`src/rtl/dbg_reg_monitor.sv`:
```
// dbg_reg_monitor: run control (free-run / pause / single-step) plus a frozen
// register snapshot shown byte-lane by byte-lane on a narrow display bus.
// Optional breakpoint comparator is built when MON_BREAKPOINT_EN is defined.
module dbg_reg_monitor #(
  parameter int unsigned NUM_REGS  = 4,
  parameter int unsigned REG_W     = 16,
  parameter int unsigned OUT_W     = 8,
  parameter int unsigned LANE_HOLD = 4,
  parameter int unsigned SEL_W     = $clog2(NUM_REGS),
  localparam int unsigned NLANES   = (REG_W + OUT_W - 1) / OUT_W,
  localparam int unsigned LANE_W   = (NLANES > 1) ? $clog2(NLANES) : 1
) (
  input  logic                      clk,
  input  logic                      rst_n,
  input  logic [NUM_REGS*REG_W-1:0] regs_i,
  input  logic [SEL_W-1:0]          reg_sel_i,
  input  logic                      pause_i,
  input  logic                      step_i,
  input  logic [REG_W-1:0]          bp_value_i,
  input  logic                      bp_arm_i,
  output logic                      core_en_o,
  output logic [OUT_W-1:0]          disp_o,
  output logic [LANE_W-1:0]         lane_o,
  output logic                      bp_hit_o
);

  localparam int unsigned HOLD_W = (LANE_HOLD > 1) ? $clog2(LANE_HOLD) : 1;
  localparam logic [HOLD_W-1:0] HOLD_LAST = HOLD_W'(LANE_HOLD - 1);
  localparam logic [LANE_W-1:0] LANE_LAST = LANE_W'(NLANES - 1);

  typedef enum logic [1:0] {RUN, PAUSED, STEP, SETTLE} state_e;

  state_e                      state_q;
  logic                        pause_m_q, pause_s_q;
  logic                        step_m_q, step_s_q, step_d_q;
  logic                        pause_eff, step_edge, bp_hit;
  logic [NUM_REGS*REG_W-1:0]   snap_q, snap_d;
  logic [SEL_W-1:0]            sel_q, sel_d;
  logic [HOLD_W-1:0]           hold_q, hold_d;
  logic [LANE_W-1:0]           lane_q, lane_d;
  logic [OUT_W-1:0]            disp_q, disp_d;
  logic [LANE_W-1:0]           lane_out_q, lane_out_d;
  logic [REG_W-1:0]            sel_reg;
  logic [NLANES*OUT_W-1:0]     lane_ext;

  // Two-stage synchronisers for the asynchronous pause/step pins, plus step edge history
  always_ff @(posedge clk or negedge rst_n) begin
    if (!rst_n) begin
      pause_m_q <= 1'b0;
      pause_s_q <= 1'b0;
      step_m_q  <= 1'b0;
      step_s_q  <= 1'b0;
      step_d_q  <= 1'b0;
    end else begin
      pause_m_q <= pause_i;
      pause_s_q <= pause_m_q;
      step_m_q  <= step_i;
      step_s_q  <= step_m_q;
      step_d_q  <= step_s_q;
    end
  end

  assign pause_eff = pause_s_q | bp_hit;
  assign step_edge = step_s_q & ~step_d_q;

  // Run-control FSM; a step edge outranks a simultaneous pause release
  always_ff @(posedge clk or negedge rst_n) begin
    if (!rst_n) begin
      state_q <= RUN;
    end else begin
      case (state_q)
        RUN:     if (pause_eff) state_q <= PAUSED;
        PAUSED:  if (step_edge) state_q <= STEP;
                 else if (!pause_eff) state_q <= RUN;
        STEP:    state_q <= SETTLE;
        SETTLE:  state_q <= PAUSED;
        default: state_q <= RUN;
      endcase
    end
  end

  assign core_en_o = (state_q == RUN) || (state_q == STEP);

  // Snapshot, select register and lane rotation next-state
  always_comb begin
    snap_d = snap_q;
    if (state_q == RUN || state_q == SETTLE) snap_d = regs_i;

    sel_d  = reg_sel_i;
    hold_d = hold_q;
    lane_d = lane_q;
    if (reg_sel_i != sel_q) begin
      hold_d = '0;
      lane_d = '0;
    end else if (hold_q == HOLD_LAST) begin
      hold_d = '0;
      lane_d = (lane_q == LANE_LAST) ? '0 : lane_q + 1'b1;
    end else begin
      hold_d = hold_q + 1'b1;
    end
  end

  // Display lane extraction; lane bits beyond REG_W and out-of-range selects read as zero
  always_comb begin
    sel_reg  = '0;
    lane_ext = '0;
    if (32'(sel_q) < NUM_REGS) sel_reg = snap_q[32'(sel_q)*REG_W +: REG_W];
    lane_ext[REG_W-1:0] = sel_reg;
    disp_d     = lane_ext[32'(lane_q)*OUT_W +: OUT_W];
    lane_out_d = lane_q;
  end

  // Datapath registers
  always_ff @(posedge clk or negedge rst_n) begin
    if (!rst_n) begin
      snap_q     <= '0;
      sel_q      <= '0;
      hold_q     <= '0;
      lane_q     <= '0;
      disp_q     <= '0;
      lane_out_q <= '0;
    end else begin
      snap_q     <= snap_d;
      sel_q      <= sel_d;
      hold_q     <= hold_d;
      lane_q     <= lane_d;
      disp_q     <= disp_d;
      lane_out_q <= lane_out_d;
    end
  end

  assign disp_o = disp_q;
  assign lane_o = lane_out_q;

`ifdef MON_BREAKPOINT_EN
  logic arm_m_q, arm_s_q;
  logic bp_hit_q, bp_hit_d;
  logic bp_match;

  // Breakpoint compare on live registers, only while free-running so a step cannot re-hit
  always_comb begin
    bp_match = 1'b0;
    if (32'(sel_q) < NUM_REGS)
      bp_match = (regs_i[32'(sel_q)*REG_W +: REG_W] == bp_value_i);
    bp_hit_d = bp_hit_q;
    if (!arm_s_q) bp_hit_d = 1'b0;
    else if (state_q == RUN && bp_match) bp_hit_d = 1'b1;
  end

  // Arm synchroniser and sticky hit flag
  always_ff @(posedge clk or negedge rst_n) begin
    if (!rst_n) begin
      arm_m_q  <= 1'b0;
      arm_s_q  <= 1'b0;
      bp_hit_q <= 1'b0;
    end else begin
      arm_m_q  <= bp_arm_i;
      arm_s_q  <= arm_m_q;
      bp_hit_q <= bp_hit_d;
    end
  end

  assign bp_hit = bp_hit_q;
`else
  logic unused_bp;
  assign unused_bp = ^{bp_value_i, bp_arm_i};
  assign bp_hit    = 1'b0;
`endif

  assign bp_hit_o = bp_hit;

endmodule
```
`config.mk`:
```
export PLATFORM = sky130hd
export DESIGN_NAME = dbg_reg_monitor
export DESIGN_NICKNAME = d
export VERILOG_FILES = /design/src/rtl/dbg_reg_monitor.sv
export SDC_FILE = /design/constraint.sdc
export NUM_CORES = 1
export LEC_CHECK = 0
export BUFFER_PORTS_ARGS = -buffer_cell sky130_fd_sc_hd__buf_2
export CAP_MARGIN = 10
export CORE_MARGIN = 1.5
export CORE_UTILIZATION = 47
export CTS_BUF_LIST = sky130_fd_sc_hd__clkbuf_8 sky130_fd_sc_hd__clkbuf_16
export DETAILED_ROUTE_END_ITERATION = 8
export PLACE_DENSITY = 0.73
export SYNTH_ARGS = -nofsm -noshare
export SYNTH_HDL_FRONTEND = slang
export SYNTH_SLANG_ARGS = --single-unit
```
`constraint.sdc`:
```
create_clock -name clk -period 1.6 [get_ports clk]
set_input_delay 0.16 -clock clk [delete_from_list [all_inputs] [get_ports clk]]
set_output_delay 0.16 -clock clk [all_outputs]
set_load 0.01 [all_outputs]
```
==> impl_metrics.prom <==
# TYPE chip_impl_metric gauge
chip_impl_info{name="status",value="complete, no violations"} 1
chip_impl_metric{name="final_cell_area",unit="sq um"} 4519
chip_impl_metric{name="ant_nets",unit=""} 0
chip_impl_metric{name="syn-mean-instance-area",unit="sq um"} 17.14
chip_impl_metric{name="clkLatencyLatePin",unit="ns"} 0.34
chip_impl_metric{name="critical_path.max_fanout",unit=""} 2
chip_impl_metric{name="grt_pass1_wl",unit="um"} 10440
chip_impl_metric{name="yosys.area_share.simple",unit=""} 0.01142
chip_impl_metric{name="timing.critical_path.required",unit="ns"} 1.44
chip_impl_metric{name="cts_inserted_buffers",unit=""} 9
chip_impl_metric{name="clock-sinks",unit=""} 85
chip_impl_metric{name="ys_types",unit=""} 23
chip_impl_metric{name="synthMuxAreaShare",unit=""} 0.3405
chip_impl_metric{name="cts.reportedPaths.clkPinSlew",unit="ns"} 0.09
chip_impl_metric{name="route.vias.total",unit=""} 2065
chip_impl_info{name="synth_area_leader_cell",value="dfrtp_1"} 1
chip_impl_info{name="worstSetupPathType",value="register to output port"} 1
chip_impl_metric{name="vdd_drop_max",unit="mV"} 0.8108
chip_impl_metric{name="synthesized_area",unit="sq um"} 3616
chip_impl_metric{name="global_route.overflow_total",unit=""} 0
chip_impl_metric{name="final_layout_size_suffix_gt1_frac",unit=""} 0.5987
chip_impl_metric{name="xor_xnor_portion_of_the_synthesized_cell_area",unit=""} 0.007266
chip_impl_metric{name="finalSetupViolations",unit=""} 0
chip_impl_metric{name="synthesis.nets",unit=""} 302
chip_impl_info{name="synth_area_leaders",value="dfrtp_1 (59%), mux2_2 (22%), mux4_1 (12%), ha_1 (1.4%), buf_2 (0.83%)"} 1
chip_impl_info{name="timing.hold.worst.class",value="input port to register"} 1
chip_impl_metric{name="drt_pre_antenna_iters",unit=""} 4
chip_impl_metric{name="dp_hpwl",unit="um"} 4542
chip_impl_metric{name="num_antenna_cells",unit=""} 0
chip_impl_metric{name="fp_rows",unit=""} 31
chip_impl_metric{name="final_net_count",unit=""} 395
chip_impl_metric{name="fp.dieArea",unit="sq um"} 8228
chip_impl_metric{name="dp_worst_setup_slack",unit="ns"} 0.04758
chip_impl_metric{name="coreArea",unit="sq um"} 7331
chip_impl_metric{name="floorplan.die.width",unit="um"} 90.71
chip_impl_metric{name="area_growth",unit="%"} 24.98
chip_impl_info{name="cts_root_buffer",value="clkbuf_8"} 1
chip_impl_metric{name="layout_worst_path_cycle_share",unit=""} 0.9864
chip_impl_metric{name="final_critical_path_setup_slack",unit="ns"} 0.02169
chip_impl_metric{name="placement.cell_area",unit="sq um"} 4167
chip_impl_metric{name="ys_warn_count",unit=""} 0
chip_impl_metric{name="route.detailed.wl_per_inst",unit="um"} 16.21
chip_impl_metric{name="route.final.wire_length",unit="um"} 6612
chip_impl_metric{name="cts.htree.levels",unit=""} 3
chip_impl_metric{name="power",unit="mW"} 8.844
chip_impl_info{name="critical-path-slowest-cell",value="dfrtp_1"} 1
chip_impl_metric{name="postSynthRegisterBits",unit=""} 85
chip_impl_metric{name="grt_pass1_vias",unit=""} 2233
chip_impl_metric{name="synth_seq_area_share",unit=""} 0.5882
chip_impl_metric{name="placement.io_buffers",unit=""} 79
chip_impl_metric{name="synth-adder-area-share",unit=""} 0.01384
chip_impl_metric{name="cap_violations",unit=""} 0
chip_impl_metric{name="route.detailed.drc",unit=""} 0
chip_impl_metric{name="max_freq",unit="MHz"} 633.6
chip_impl_metric{name="p_per_area",unit="nW/um^2"} 1957
chip_impl_metric{name="stdcell_count",unit=""} 408
chip_impl_metric{name="ios",unit=""} 98
chip_impl_metric{name="antenna_found_initial",unit=""} 0
chip_impl_info{name="worst_setup_path_start_kind",value="register"} 1
chip_impl_metric{name="yosys.area.top_type_share",unit=""} 0.5882
chip_impl_metric{name="postSynthCellCount",unit=""} 211
chip_impl_metric{name="worstPathArrival",unit="ns"} 1.42
chip_impl_metric{name="cp_slowest_stage_delay",unit="ns"} 0.39
chip_impl_metric{name="max-clock-path-buffers",unit=""} 2
chip_impl_metric{name="share_of_the_synthesized_area_in_compound_gates_ao_oa_aoi_oai",unit=""} 0.01038
chip_impl_metric{name="max_slew_margin",unit=""} 0.6438
chip_impl_metric{name="finClkSkew",unit="ns"} 0.01060
chip_impl_metric{name="final_max_slew_viol_count",unit=""} 0
chip_impl_metric{name="dp.cells",unit=""} 384
chip_impl_info{name="main_combinational_cell_family_by_area_after_synthesis",value="multiplexers"} 1
chip_impl_info{name="crit_path_cell_trace",value="inv_2 > ha_2 > or2_2 > buf_6"} 1
chip_impl_info{name="tritoncts",value="done"} 1
chip_impl_metric{name="overall_fraction_of_global_route_tracks_in_use",unit=""} 0.1649
chip_impl_metric{name="grt_max_degree",unit=""} 45
chip_impl_metric{name="period_minus_slack",unit="ns"} 1.578
chip_impl_metric{name="viasPerCell",unit=""} 5.061
chip_impl_info{name="setup.worst_path.end_class",value="output port"} 1
chip_impl_metric{name="fp.dieH",unit="um"} 90.71
chip_impl_metric{name="final-hold-violation-count",unit=""} 0
chip_impl_metric{name="routabilityCongestion",unit=""} 0.7510
chip_impl_metric{name="initial_utilization",unit=""} 0.4933
chip_impl_metric{name="leakagePower",unit="nW"} 2.067
chip_impl_metric{name="timing_worst_slew_pin_value",unit="ns"} 0.5342
chip_impl_metric{name="drt-initial-drc-count",unit=""} 59
==> metal layers <==
layer | global-route usage | share of wire | vias up
met1 | 0.2091 | 0.43 | 1054
li1 | - | - | 957
met5 | 0 | 0 | -
met2 | 0.2757 | 0.52 | 47
met4 | 0.07143 | 0.013 | 0
met3 | 0.03114 | 0.036 | 7
==> area by class of cell <==
cell class | count | area [sq um]
clock inverters | 6 | 110.1
well taps | 99 | 123.9
multi-input cells | 109 | 1398
flip-flops and latches | 85 | 2127
fillers | 569 | 2811
repair buffers | 95 | 608.1
inverters | 4 | 15.01
clock buffers | 10 | 137.6
==> what timing repair did <==
action | in CTS | in global routing
cloned | 0 | 1
hold buffers | 5 | 0
gates resized for setup | 0 | 8
hold endpoints to repair | 23 | 0
setup buffers | 1 | 1
pin swaps | 0 | 0
endpoints found under the setup margin | 1 | 67
==> critical path: cells and delay by family (launching register included) <==
family	cells	cell delay, ns
buffers and inverters	2	0.20
and+or+nand+nor	1	0.31
adders and majority gates	1	0.18
DFF	1	0.39
==> flip-flops by register name, summed over array words and instances, names as in the netlist <==
| signal | cells |
|---|---|
| pause_eff | 1 |
| sel_q | 2 |
| step_d_q | 1 |
| pause_m_q | 1 |
| lane_out_d | 1 |
| disp_o | 8 |
| lane_o | 1 |
| snap_q | 64 |
| hold_q | 2 |
| state_q | 2 |
| step_s_q | 1 |
| step_m_q | 1 |
==> cell families (layout without fill, tap and decap cells) <==
| logic type | Yosys count | after routing |
|---|---|---|
| flops | 85 | 85 |
| buf+inv | 17 | 115 |
| simple gates | 8 | 8 |
| other cells | 1 | 1 |
| mux | 88 | 88 |
| compound gates | 5 | 5 |
| fa+ha+maj | 4 | 4 |
| xor+xnor | 3 | 3 |
==> power by group <==
group          internal (mW)  switching (mW)
Combinational           2.21            1.23
Sequential              3.15           0.444
Clock                   1.08           0.736
==> path summary, 6_finish.rpt <==
| check | cells past startpoint | slack (ns) | start | endpoint |
|---|---|---|---|---|
| min in group asynchronous | 2 | 0.24 | rst_n | snap_q[45] |
| setup / recovery | 4 | 0.02 | state_q[0] | core_en_o |
| max in group asynchronous | 3 | 0.78 | rst_n | snap_q[20] |
| hold / removal | 2 | 0.04 | regs_i[38] | snap_q[38] |
| hold reg to reg | 0 | 0.36 | pause_m_q | pause_eff |
| setup reg to reg | 3 | 0.08 | sel_q[0] | disp_o[2] |
==> cells in the mapped netlist (all sizes together) <==
cell and number:
a22o 2, a32o 1, and3 1, buf 10, clkbuf 3, conb 1, dfrtp 85, ha 4
inv 4, mux2 72, mux4 16, nand2 2, nand2b 1, nor2 1, nor2b 1, nor3 1
o21ai 2, or2 1, xnor2 3
==> stage by stage <==
| stage | setup TNS (ns) | util | hold slack, ns |
|---|---|---|---|
| after floorplan | 0 | - | -0.1356 |
| after global placement | 0 | 0.5684 | 0.06293 |
| after detailed placement | 0 | 0.5684 | 0.06151 |
| after CTS | 0 | 0.6100 | 0.02709 |
| after global routing | -0.02717 | 0.6165 | 0.03434 |
| final | 0 | 0.6165 | 0.04183 |
==> cells in the final DEF (no fill, tap or decap), types with 3 or more instances in the layout <==
cell type      instances
dfrtp_1               85
buf_2                 77
mux2_2                72
mux4_1                14
clkbuf_8              10
buf_4                  6
dlygate4sd3_1          5
buf_12                 4
xnor2_1                3
bufinv_16              3
No activity file was read; power rests on OpenSTA's default activity.
